==> src/rtl/fpu_mul_stg1_issue_if.sv <==
// Handshake and stage-1 operand bundle between the FPU multiply front end and its neighbours.
// The slave modport is the issue block; the master modport is the upstream/downstream side.
interface fpu_mul_stg1_issue_if;
    logic        in_valid;
    logic        in_ready;
    logic [31:0] in_a;
    logic [31:0] in_b;
    logic        out_valid;
    logic        out_ready;
    logic [7:0]  A_exp_1;
    logic [22:0] A_frac_1;
    logic [7:0]  B_exp_1;
    logic [22:0] B_frac_1;
    logic        sign_1;
    logic        primal_1;
    logic [7:0]  primal_exp_1;
    logic [22:0] primal_frac_1;
    logic        error_1;
    logic [1:0]  count;

    modport slave (
        input  in_valid, in_a, in_b, out_ready,
        output in_ready, out_valid, A_exp_1, A_frac_1, B_exp_1, B_frac_1,
               sign_1, primal_1, primal_exp_1, primal_frac_1, error_1, count
    );

    modport master (
        output in_valid, in_a, in_b, out_ready,
        input  in_ready, out_valid, A_exp_1, A_frac_1, B_exp_1, B_frac_1,
               sign_1, primal_1, primal_exp_1, primal_frac_1, error_1, count
    );
endinterface

==> src/rtl/fpu_mul_stg1_issue.sv <==
// FPU multiply stage-1 issue: unpacks/classifies operand pairs into a 2-entry skid buffer.
// Optional flush-to-zero of denormal operands when FPU_STG1_DENORM_FLUSH_EN is defined.
module fpu_mul_stg1_issue #(
    parameter logic [22:0] QNAN_FRAC = 23'h400000,
    parameter int          DEPTH     = 2
) (
    input logic                      clk,
    input logic                      nRESET,
    input logic                      flush,
    fpu_mul_stg1_issue_if.slave      bus
);
    localparam int PtrW = $clog2(DEPTH);

    typedef struct packed {
        logic [7:0]  a_exp;
        logic [22:0] a_frac;
        logic [7:0]  b_exp;
        logic [22:0] b_frac;
        logic        sign;
        logic        primal;
        logic [7:0]  p_exp;
        logic [22:0] p_frac;
        logic        error;
    } entry_t;

    // Handshake: a push happens on in_valid && in_ready, a pop on out_valid && out_ready;
    // both ready and valid come straight from the registered count.
    function automatic entry_t classify(input logic [31:0] a, input logic [31:0] b);
        entry_t e;
        logic a_nan, b_nan, a_inf, b_inf, a_zero, b_zero;
        e        = '0;
        e.a_exp  = a[30:23];
        e.a_frac = a[22:0];
        e.b_exp  = b[30:23];
        e.b_frac = b[22:0];
        e.sign   = a[31] ^ b[31];
        a_nan    = (a[30:23] == 8'hFF) && (a[22:0] != 23'd0);
        b_nan    = (b[30:23] == 8'hFF) && (b[22:0] != 23'd0);
        a_inf    = (a[30:23] == 8'hFF) && (a[22:0] == 23'd0);
        b_inf    = (b[30:23] == 8'hFF) && (b[22:0] == 23'd0);
`ifdef FPU_STG1_DENORM_FLUSH_EN
        // Denormals count as zero and lose their fraction before leaving this stage.
        a_zero   = (a[30:23] == 8'h00);
        b_zero   = (b[30:23] == 8'h00);
        if (a_zero) e.a_frac = 23'd0;
        if (b_zero) e.b_frac = 23'd0;
`else
        a_zero   = (a[30:23] == 8'h00) && (a[22:0] == 23'd0);
        b_zero   = (b[30:23] == 8'h00) && (b[22:0] == 23'd0);
`endif
        if (a_nan || b_nan || ((a_inf || b_inf) && (a_zero || b_zero))) begin
            e.primal = 1'b1;
            e.error  = 1'b1;
            e.p_exp  = 8'hFF;
            e.p_frac = QNAN_FRAC;
        end else if (a_inf || b_inf) begin
            e.primal = 1'b1;
            e.p_exp  = 8'hFF;
        end else if (a_zero || b_zero) begin
            e.primal = 1'b1;
        end
        return e;
    endfunction

    entry_t            mem_q [DEPTH];
    entry_t            last_q;
    entry_t            head;
    logic [PtrW-1:0]   wr_ptr_q, rd_ptr_q;
    logic [1:0]        count_q, count_d;
    logic              push, pop;

    assign bus.in_ready  = (count_q != 2'd2);
    assign bus.out_valid = (count_q != 2'd0);
    assign push          = bus.in_valid && bus.in_ready;
    assign pop           = bus.out_valid && bus.out_ready;

    always_comb begin
        count_d = count_q;
        case ({push, pop})
            2'b10:   count_d = count_q + 2'd1;
            2'b01:   count_d = count_q - 2'd1;
            default: count_d = count_q;
        endcase
    end

    always_ff @(posedge clk) begin
        if (push && !flush) mem_q[wr_ptr_q] <= classify(bus.in_a, bus.in_b);
    end

    // last_q keeps the most recently popped entry so an empty buffer shows stable values.
    always_ff @(posedge clk or negedge nRESET) begin
        if (!nRESET) begin
            count_q  <= 2'd0;
            wr_ptr_q <= '0;
            rd_ptr_q <= '0;
            last_q   <= '0;
        end else if (flush) begin
            count_q  <= 2'd0;
            wr_ptr_q <= '0;
            rd_ptr_q <= '0;
            last_q   <= '0;
        end else begin
            count_q <= count_d;
            if (push) wr_ptr_q <= wr_ptr_q + 1'b1;
            if (pop) begin
                rd_ptr_q <= rd_ptr_q + 1'b1;
                last_q   <= mem_q[rd_ptr_q];
            end
        end
    end

    assign head = (count_q != 2'd0) ? mem_q[rd_ptr_q] : last_q;

    assign bus.A_exp_1       = head.a_exp;
    assign bus.A_frac_1      = head.a_frac;
    assign bus.B_exp_1       = head.b_exp;
    assign bus.B_frac_1      = head.b_frac;
    assign bus.sign_1        = head.sign;
    assign bus.primal_1      = head.primal;
    assign bus.primal_exp_1  = head.p_exp;
    assign bus.primal_frac_1 = head.p_frac;
    assign bus.error_1       = head.error;
    assign bus.count         = count_q;
endmodule

==> src/flat_wrapper.sv <==
// flat-port wrapper written by rule: the top's interface ports become plain ports
module fpu_mul_stg1_issue_flat 
#(
    parameter logic [22:0] QNAN_FRAC = 23'h400000,
    parameter int          DEPTH     = 2
)
  (clk, nRESET, flush, bus_in_valid, bus_in_a, bus_in_b, bus_out_ready, bus_in_ready, bus_out_valid, bus_A_exp_1, bus_A_frac_1, bus_B_exp_1, bus_B_frac_1, bus_sign_1, bus_primal_1, bus_primal_exp_1, bus_primal_frac_1, bus_error_1, bus_count);
  fpu_mul_stg1_issue_if bus_i ();
  input logic clk;
  input logic nRESET;
  input logic flush;
  input wire logic [$bits(bus_i.in_valid)-1:0] bus_in_valid;
  input wire logic [$bits(bus_i.in_a)-1:0] bus_in_a;
  input wire logic [$bits(bus_i.in_b)-1:0] bus_in_b;
  input wire logic [$bits(bus_i.out_ready)-1:0] bus_out_ready;
  output wire logic [$bits(bus_i.in_ready)-1:0] bus_in_ready;
  output wire logic [$bits(bus_i.out_valid)-1:0] bus_out_valid;
  output wire logic [$bits(bus_i.A_exp_1)-1:0] bus_A_exp_1;
  output wire logic [$bits(bus_i.A_frac_1)-1:0] bus_A_frac_1;
  output wire logic [$bits(bus_i.B_exp_1)-1:0] bus_B_exp_1;
  output wire logic [$bits(bus_i.B_frac_1)-1:0] bus_B_frac_1;
  output wire logic [$bits(bus_i.sign_1)-1:0] bus_sign_1;
  output wire logic [$bits(bus_i.primal_1)-1:0] bus_primal_1;
  output wire logic [$bits(bus_i.primal_exp_1)-1:0] bus_primal_exp_1;
  output wire logic [$bits(bus_i.primal_frac_1)-1:0] bus_primal_frac_1;
  output wire logic [$bits(bus_i.error_1)-1:0] bus_error_1;
  output wire logic [$bits(bus_i.count)-1:0] bus_count;
  assign bus_i.in_valid = bus_in_valid;
  assign bus_i.in_a = bus_in_a;
  assign bus_i.in_b = bus_in_b;
  assign bus_i.out_ready = bus_out_ready;
  assign bus_in_ready = bus_i.in_ready;
  assign bus_out_valid = bus_i.out_valid;
  assign bus_A_exp_1 = bus_i.A_exp_1;
  assign bus_A_frac_1 = bus_i.A_frac_1;
  assign bus_B_exp_1 = bus_i.B_exp_1;
  assign bus_B_frac_1 = bus_i.B_frac_1;
  assign bus_sign_1 = bus_i.sign_1;
  assign bus_primal_1 = bus_i.primal_1;
  assign bus_primal_exp_1 = bus_i.primal_exp_1;
  assign bus_primal_frac_1 = bus_i.primal_frac_1;
  assign bus_error_1 = bus_i.error_1;
  assign bus_count = bus_i.count;
  fpu_mul_stg1_issue #(.QNAN_FRAC(QNAN_FRAC), .DEPTH(DEPTH)) u_core (.clk(clk), .nRESET(nRESET), .flush(flush), .bus(bus_i));
endmodule
==> config.mk <==
export PLATFORM = sky130hd
export DESIGN_NAME = fpu_mul_stg1_issue_flat
export DESIGN_NICKNAME = d
export VERILOG_FILES = /design/src/rtl/fpu_mul_stg1_issue_if.sv /design/src/rtl/fpu_mul_stg1_issue.sv /design/src/flat_wrapper.sv
export SDC_FILE = /design/constraint.sdc
export NUM_CORES = 1
export LEC_CHECK = 0
export CORE_ASPECT_RATIO = 1.1
export CORE_UTILIZATION = 31
export CTS_BUF_LIST = sky130_fd_sc_hd__clkbuf_2 sky130_fd_sc_hd__clkbuf_4 sky130_fd_sc_hd__clkbuf_8
export CTS_CLUSTER_SIZE = 28
export DETAILED_ROUTE_END_ITERATION = 10
export PLACE_DENSITY = 0.57
export SYNTH_ARGS = -nofsm -noshare
export SYNTH_HDL_FRONTEND = slang
export SYNTH_SLANG_ARGS = --single-unit
==> constraint.sdc <==
create_clock -name clk -period 6.5 [get_ports clk]
set_input_delay 0.65 -clock clk [delete_from_list [all_inputs] [get_ports clk]]
set_output_delay 0.65 -clock clk [all_outputs]
set_load 0.005 [all_outputs]
After elaboration in Yosys (flattened, before gate mapping)
Memories as Yosys holds them, arrays and structs flattened.
Cells that the tools add are included.
Word-level totals
  flip-flop bits (word level): 100
  RAM bits: 192
  input port bits: 69
  output and inout port bits: 100
  logic and storage cells: 66
  memories: 1
Memories
  u_core.mem_q: words 2, width 96, read ports 1, clocked after memory_dff 0, wr ports 1, RTL line fpu_mul_stg1_issue.sv:65  | entry_t mem_q [DEPTH];
Operators by class
  add/subtract/negate cells: 4
  eq/ne operators: 5
  mux-type cells: 18
  bitwise gates (word level): 1
  reductions and logical operators: 25
Operator list (number)
  96-bit 2-to-1 mux: 3
  24-bit 2-to-1 mux: 2
  23-bit logical NOT: 2
  23-bit nonzero test: 2
  9-bit 2-to-1 mux: 2
  8-bit equality test (second input constant): 2
  8-bit logical NOT: 2
  1-bit logical AND: 10
  1-bit 2-to-1 mux: 8
  8-bit 2-to-1 mux: 1
  2-bit nonzero test: 3
  1-bit logical OR: 4
  2-bit one-hot mux with 2 select lines: 1
  3-bit nonzero test: 1
  1-bit adder (second input constant): 2
  2-bit by 1-bit adder with 2-bit output (second input constant): 1
  2-bit by 1-bit equality test with 1-bit output (second input constant): 1
  2-bit equality test (second input constant): 1
  2-bit 2-to-1 mux: 1
  2-bit != test (second input constant): 1
  2-bit by 1-bit subtractor with 2-bit output (second input constant): 1
  1-bit logical NOT: 1
  1-bit bitwise XOR: 1

Longest topological paths before layout
Gate-level depths: netlist of run 1.
  depth in word-level cells: 7
  depth in mapped cells: 7
  mapped depth without buffers: 5

Least setup slack after synthesis of run 1
Ideal clock, no wire load.
  path kind: input to register
  start: in flush
  end: mem u_core.mem_q[1][23] in the netlist's numbering, enable pin
  library setup time: 0.585 ns
  arrival time: 5.685 ns
  data required time: 5.915 ns
  path slack: 0.230 ns
  cell stages on the path: 2
  path buffers: 1
  cells stage by stage: clkbuf_1 nor3b_1
Between the ends
  cells in the longest elaborated chain, start to end: 4
Ends and longest elaborated chain
  start: declaration: RTL line flat_wrapper.sv:11  | input logic flush;
  1-bit logical NOT: RTL line fpu_mul_stg1_issue.sv:87  | if (push && !flush) mem_q[wr_ptr_q] <= classify(bus.in_a, bus.in_b);
  1-bit logical AND: RTL line fpu_mul_stg1_issue.sv:87
  1-bit 2-to-1 mux: RTL line fpu_mul_stg1_issue.sv:87
  1-bit 2-to-1 mux (implied by the code): RTL line fpu_mul_stg1_issue.sv:87
  end: declaration: RTL line fpu_mul_stg1_issue.sv:65
No other way between the ends.

Worst setup path after layout of run 1
  start: reg u_core.count_q[0], in the netlist u_core.bus.count[0]
  end: out bus_B_frac_1[4]
Between the ends
  cells in the longest elaborated chain, start to end: 2
Ends and longest elaborated chain
  start: declaration: RTL line fpu_mul_stg1_issue.sv:69  | logic [1:0] count_q, count_d;
  start signal: assignment: RTL line fpu_mul_stg1_issue.sv:103  | count_q <= count_d;
  2-bit nonzero test: RTL line fpu_mul_stg1_issue.sv:112  | assign head = (count_q != 2'd0) ? mem_q[rd_ptr_q] : last_q;
  96-bit 2-to-1 mux: RTL line fpu_mul_stg1_issue.sv:112
  end: declaration: RTL line flat_wrapper.sv:21  | output wire logic [$bits(bus_i.B_frac_1)-1:0] bus_B_frac_1;
No other way between the ends.

==> results.md, run 1 <==
- Post-CTS resize count: 0
- Worst setup margin: 2.677 ns
- Clock-pin slew on the worst setup and hold paths: about 0.060 ns
- Ports: 169
- Lkg Pwr: between 0.003 and 0.004 uW
- Routed WL per cell: 16.27 microns
- Worst setup SP type: flip-flop
- Final net count: approximately 870
- Die Wd: 159.6 microns
- Yosys cell types: 32
- Clock buffer depth: 3
- RR Startpoint: u_core.bus.count[0]
- Rel. slew slack: between 20 and 30%
- # DRC: 0
- Routed via count: 5,405
- WS Path Type: reg -> out
- Pin count of the biggest net entering global routing: 83
- Most common cell after layout, fill and taps aside: clkdlybuf4s50_1
- Final Hold Viols: 0
- Post-route ant nets: 0
- Total power: 3111 uW
- Number of DRC markers in iteration 0: 280
- Max Slew Vio Count: 0
- Worst hold path class: in -> async
- Register share of total power: 47.3%
- CTS sink cnt: 202
- Comb pwr share: 14.1%
- Unrepaired setup endpoints after global routing: no
- Worst setup path startpoint: u_core.bus.count[0]
- Arrival @ worst endpoint: 3.17 ns
- Htree depth: 2
- Status: finished, final reports clean
- Maximum vdd ir drop: 123.4 uV
- CTS Buf Count: 35
- Vias in the first global route: 5,630
- Chip height: 175.4 microns
- Ys Warns: 0
- Die Area: 28,000 sq um
- P per Cell Area: between 200 and 300 nW/um^2
- Final Critical Period: 3.823 ns
- Commonest cells after routing, fill and taps aside: clkdlybuf4s50_1 (145), edfxtp_1 (132), nor2_1 (72), nand2_1 (72), dfrtp_1 (69)
- Synth area leader: edfxtp_1
- CP endpoint kind: output pin
- Placeable Area: 26,880 sq um
- Share of post-route cells with drive strength above 1: 13.53%
- Final core utilization: 40.27%
- Initial Util: 31.52%
- Synth area leaders: edfxtp_1 (47%), dfrtp_1 (21%), mux2i_1 (7.9%), a21oi_1 (4.0%), o21ai_2 (3.9%)
- Final setup vio count: 0
- Achievable Freq: 0.2616 GHz
- FF+latch count, synth: 202
- Register-to-Register Path Depth: 6
- Detailed Place HPWL: 11,610 microns
- Slew @ Worst Pin: ~1.1 ns
- Cell Rows: 63
- Total overflow reported by the global router: 0
- Setup repair bufs after CTS: 0
- Worst clock skew: around 0.013 ns
- Fin Hold WS: 0.2925 ns
- Initial antenna violation count: 0
- Post-Place Setup Slack: 3.205 ns
- First-pass GRT wire length: slightly above 30,000 microns
- Sequential cell area fraction in the yosys report: 67.45%
- Clock Latency Late Sink: 0.51 ns
- Root buf cell: clkbuf_8
- ANT cells: 0
- Post-route clock period utilization: 58.81%
- Post-CTS Hold Buffers: 0
- Final setup TNS: 0 ns
- Clock group share of total power: 38.7%
- Pre-antenna DRT Iters: 4
- Area Growth Syn to Fin: 27.75%
- Syn Inst Count: about 660
- Mapped Area: roughly 8500 sq um
- Max-cap violations: 0
- PortBufs: roughly 150
- Switching power: around 760 uW
- Internal power: 2353 uW
- CTS tree: yes
- Synth top area share: 46.78%
- WL final: approximately 19,000 microns
- Gp weighted congestion: 0.7070
- Syn_area_per_cell: 12.82 sq um
- Number of vias per cell: 4.561
- CP required: 5.85 ns
- Crit path max fanout: a little over 80
- Net Sw Frac: about a quarter
- Overall Global Routing Usage: approximately 14%
cell usage after synthesis (all sizes together):
cell / n
a211oi: 1
a21oi: 69
a31oi: 2
and4: 1
buf: 56
clkbuf: 12
conb: 1
dfrtp: 70
edfxtp: 132
mux2i: 67
nand2: 73
nand2b: 2
nand3: 1
nand4: 7
nor2: 72
nor2b: 1
nor3: 3
nor3b: 2
nor4: 14
o211a: 1
o21ai: 67
or2: 4
xor2: 3
routing by layer:
layer | vias to the layer above | GRT usage (%) | wire [microns]
met5 | - | 0 | 0
met4 | 0 | 4.888 | 372
met3 | 24 | 2.857 | 966
met2 | 153 | 24.38 | 9594
met1 | 2609 | 17.48 | 8351
li1 | 2619 | - | -
power by group through the flow:
stage	clock network [uW]	registers [uW]	logic, uW
3_5_place_dp	0	1500	448
3_3_place_gp	0	1490	446
2_1_floorplan	0	1480	228
4_1_cts	1240	1470	451
5_1_grt	1300	1480	486
6_report	1200	1470	439
critical path: stages (launching register included):
cell and delay (ns):
dfrtp_1 0.43, or2_4 0.72, buf_4 0.60, nor2_1 0.08, a21oi_1 0.19, clkdlybuf4s50_1 0.53
cells by family (layout without fill, tap and decap cells):
kind of cell / after synthesis / in the layout / share of synthesized area [%]
compound gates: 140 / 140 / 10.12
buf+inv: 68 / 214 / 5.094
mux: 67 / 67 / 7.915
flops: 202 / 202 / 67.45
simple gates: 180 / 180 / 9.067
other cells: 1 / 22 / 0.04426
xor+xnor: 3 / 3 / 0.3102
flip-flops by register name (all words and copies together), names as in the netlist:
register / flops
u_core.mem_q: 132
u_core.last_q: 66
u_core.bus.count: 2
u_core.rd_ptr_q: 1
u_core.wr_ptr_q: 1
metrics by stage:
step	std cells	area [sq um]
finish	1185	10820
global route	1185	10820
CTS	1185	10820
detailed placement	1122	10090
global placement	1122	10090
floorplan	682	8552
cell type report:
type	count	area [sq um]
Fill cell	2570	16060
Tap cell	357	446.7
Sequential cell	202	5719
Clock buffer	50	619.3
Multi-Input combinational cell	412	2425
Timing Repair Buffer	151	1496
Clock inverter	13	117.6
path summary, 6_finish.rpt:
path	slack, ns	endpoint
worst max-delay path	2.68	bus_B_frac_1[4]
worst min-delay path	0.29	u_core.last_q[61]
worst max register to register	3.33	u_core.last_q[77]
worst min register to register	0.48	u_core.last_q[65]
max in group asynchronous	5.47	u_core.rd_ptr_q
min in group clk	0.48	u_core.last_q[65]
(Power assumes the default switching activity.)
==> run 2: changes to the inputs <==
--- a/config.mk
+++ b/config.mk
@@ -10,7 +10,7 @@
 export CTS_BUF_LIST = sky130_fd_sc_hd__clkbuf_2 sky130_fd_sc_hd__clkbuf_4 sky130_fd_sc_hd__clkbuf_8
 export CTS_CLUSTER_SIZE = 28
 export DETAILED_ROUTE_END_ITERATION = 10
-export PLACE_DENSITY = 0.57
+export PLACE_DENSITY = 0.55
 export SYNTH_ARGS = -nofsm -noshare
 export SYNTH_HDL_FRONTEND = slang
 export SYNTH_SLANG_ARGS = --single-unit
==> constraint.sdc (replaced) <==
create_clock -name clk -period 3.6 [get_ports clk]
set_input_delay 0.36 -clock clk [delete_from_list [all_inputs] [get_ports clk]]
set_output_delay 0.36 -clock clk [all_outputs]
set_load 0.005 [all_outputs]
==> results.md, run 2 (synthesis gave the netlist of run 1 again) <==
- Status: finished, final reports clean (unchanged)
- Gp weighted congestion: 0.7247 (was 0.7070)
- Total overflow reported by the global router: 0 (unchanged)
- Ports: 169 (unchanged)
- Max-cap violations: 0 (unchanged)
- Initial antenna violation count: 0 (unchanged)
- Setup repair bufs after CTS: 0 (unchanged)
- Cell Rows: 63 (unchanged)
- Critical path cell sequence: or2_4, nor2_1, a21oi_1, clkdlybuf4s50_1 (was or2_4, buf_4, nor2_1, a21oi_1, clkdlybuf4s50_1)
- Pin count of the biggest net entering global routing: 71 (was 83)
- Crit path max fanout: 52 (was 82)
- CTS sink cnt: 202 (unchanged)
- Most common cell after layout, fill and taps aside: clkdlybuf4s50_1 (unchanged)
- Vias in the first global route: 5,462 (was 5,630)
- Pre-antenna DRT Iters: 6 (was 4)
- Final setup vio count: 0 (unchanged)
- ANT cells: 0 (unchanged)
- Number of DRC markers in iteration 0: 230 (was 280)
- Overall Global Routing Usage: 14.37% (was 14.09%)
- CP endpoint kind: output pin (unchanged)
- Achievable Freq: 0.3295 GHz
- Routed via count: 5,487 (was 5,405)
- CTS tree: yes (unchanged)
- Post-route ant nets: 0 (unchanged)
- Slew @ Worst Pin: 1.027 ns (was 1.088 ns)
- Number of vias per cell: 4.623 (was 4.561)
- Initial Util: 31.52% (unchanged)
- Die Area: 28,000 sq um (unchanged)
- Max stage delay on crit path: 0.62 ns (was 0.72 ns)
- Routed WL per cell: 16.71 microns (was 16.27 microns)
- Post-CTS Hold Buffers: 0 (unchanged)
- Placeable Area: 26,880 sq um (unchanged)
- Final setup TNS: 0 ns (unchanged)
- Post-CTS resize count: 0 (unchanged)
- Post-route clock period utilization: 84.31%
- Arrival @ worst endpoint: 2.67 ns (was 3.17 ns)
- Critical-path cell with the highest stage delay: clkdlybuf4s50_1 (was or2_4)
- Max Slew Vio Count: 0 (unchanged)
- DP Area: 10,170 sq um (was 10,090 sq um)
- Unrepaired setup endpoints after global routing: no (unchanged)
- Placed Cells: 1,127 (was 1,122)
- Maximum vdd ir drop: 198.2 uV (was 123.4 uV)
- Share of post-route cells with drive strength above 1: 13.86% (was 13.53%)
- Commonest cells after routing, fill and taps aside: clkdlybuf4s50_1 (145), edfxtp_1 (132), nor2_1 (72), nand2_1 (72), dfrtp_1 (69) (unchanged)
- PortBufs: 146 (unchanged)
- Max FFs per register: 132 (unchanged)
- Final non-filler cell total: 1,187 (was 1,185)
- P per Cell Area: 511.5 nW/um^2 (was 287.4 nW/um^2)
- Clock buffer depth: 3 (unchanged)
- CTS Buf Count: 35 (unchanged)
- Biggest register: u_core.mem_q (unchanged)
- Post-route cell area: 10,880 sq um (was 10,820 sq um)
- Die Wd: 159.6 microns (unchanged)
- Fin Hold WS: 0.05086 ns (was 0.2925 ns)
- Clock-pin slew on the worst setup and hold paths: 0.06 ns (about the same)
- WL final: 19,830 microns (was 19,280 microns)
- Lkg Pwr: 0.003968 uW (was 0.003938 uW)
- Area Growth Syn to Fin: 28.41% (was 27.75%)
- Root buf cell: clkbuf_8 (unchanged)
- # DRC: 0 (unchanged)
- Worst clock skew: 0.02429 ns (was 0.01302 ns)
- Htree depth: 2 (unchanged)
- Worst setup SP type: flip-flop (unchanged)
- Final net count: 876 (was 871)
- Detailed Place HPWL: 12,080 microns (was 11,610 microns)
- Clock Latency Late Sink: 0.51 ns (about the same)
- CP required: 3.24 ns (was 5.85 ns)
- Worst hold path class: in -> async (unchanged)
- WS Path Type: reg -> out (unchanged)
- Chip height: 175.4 microns (unchanged)
- Rel. slew slack: 31.50% (was 27.45%)
- First-pass GRT wire length: 31,060 microns (was 30,720 microns)
- Final Hold Viols: 0 (unchanged)
- Final Critical Period: 3.035 ns
[run 2: changes by cell type in the layout (fill, tap and decap cells not counted), sizes merged]
cell,before,now
bufinv,2,1
clkinv,8,3
buf,6,11
clkbuf,50,54
clkinvlp,3,2
[run 2: final cells by class]
class / count / area [sq um]
well taps: 357 / 446.7
clock inverters: 6 / 56.30
multi-input cells: 412 / 2437
fillers: 2560 / 16000
repair buffers: 156 / 1572
flip-flops and latches: 202 / 5719
clock buffers: 54 / 649.4
[run 2: per-stage QoR]
step                      setup WS, ns  total power, uW  utilization (%)
after floorplan                 0.6652             3085                -
after global routing            0.3386             5835            40.48
final                           0.5650             5566            40.48
after CTS                       0.4883             5668            40.48
after detailed placement         1.051             3531            37.85
after global placement           1.071             3528            37.85
[run 2: critical path, delay by kind of cell, from the launching register on]
family / cells / cell delay [ns]
AND/OR/NAND/NOR: 2 / 0.62
buffers and inverters: 1 / 0.62
AO/OA/AOI/OAI: 1 / 0.47
flip-flops: 1 / 0.43
[run 2: path summary, 6_finish.rpt]
| check | slack, ns | endpoint | startpoint | cells after the start |
|---|---|---|---|---|
| setup / recovery | 0.57 | bus_primal_exp_1[3] | u_core.bus.count[0] | 4 |
| hold / removal | 0.05 | u_core.last_q[41] | nRESET | 1 |
| setup reg to reg | 1.12 | u_core.last_q[58] | u_core.bus.count[0] | 6 |
| hold reg to reg | 0.47 | u_core.last_q[81] | u_core.last_q[81] | 2 |
| max in group asynchronous | 2.79 | u_core.rd_ptr_q | nRESET | 1 |
| min in group clk | 0.47 | u_core.last_q[81] | u_core.last_q[81] | 2 |
[run 2: report_power, final]
group / total [uW] / leakage (uW) / internal, uW / switching [uW]
sequential: 2650 / 0.00217 / 2590 / 50.9
combinational: 824 / 0.00143 / 408 / 417
clock: 2100 / 0.000369 / 1210 / 881
[run 2: per-layer routing]
metal	up-vias	wire length, microns	track usage (%)
met4	0	386	4.447
met1	2665	8656	18.25
met3	39	981	2.763
li1	2621	-	-
met2	162	9809	24.71
met5	-	0	0
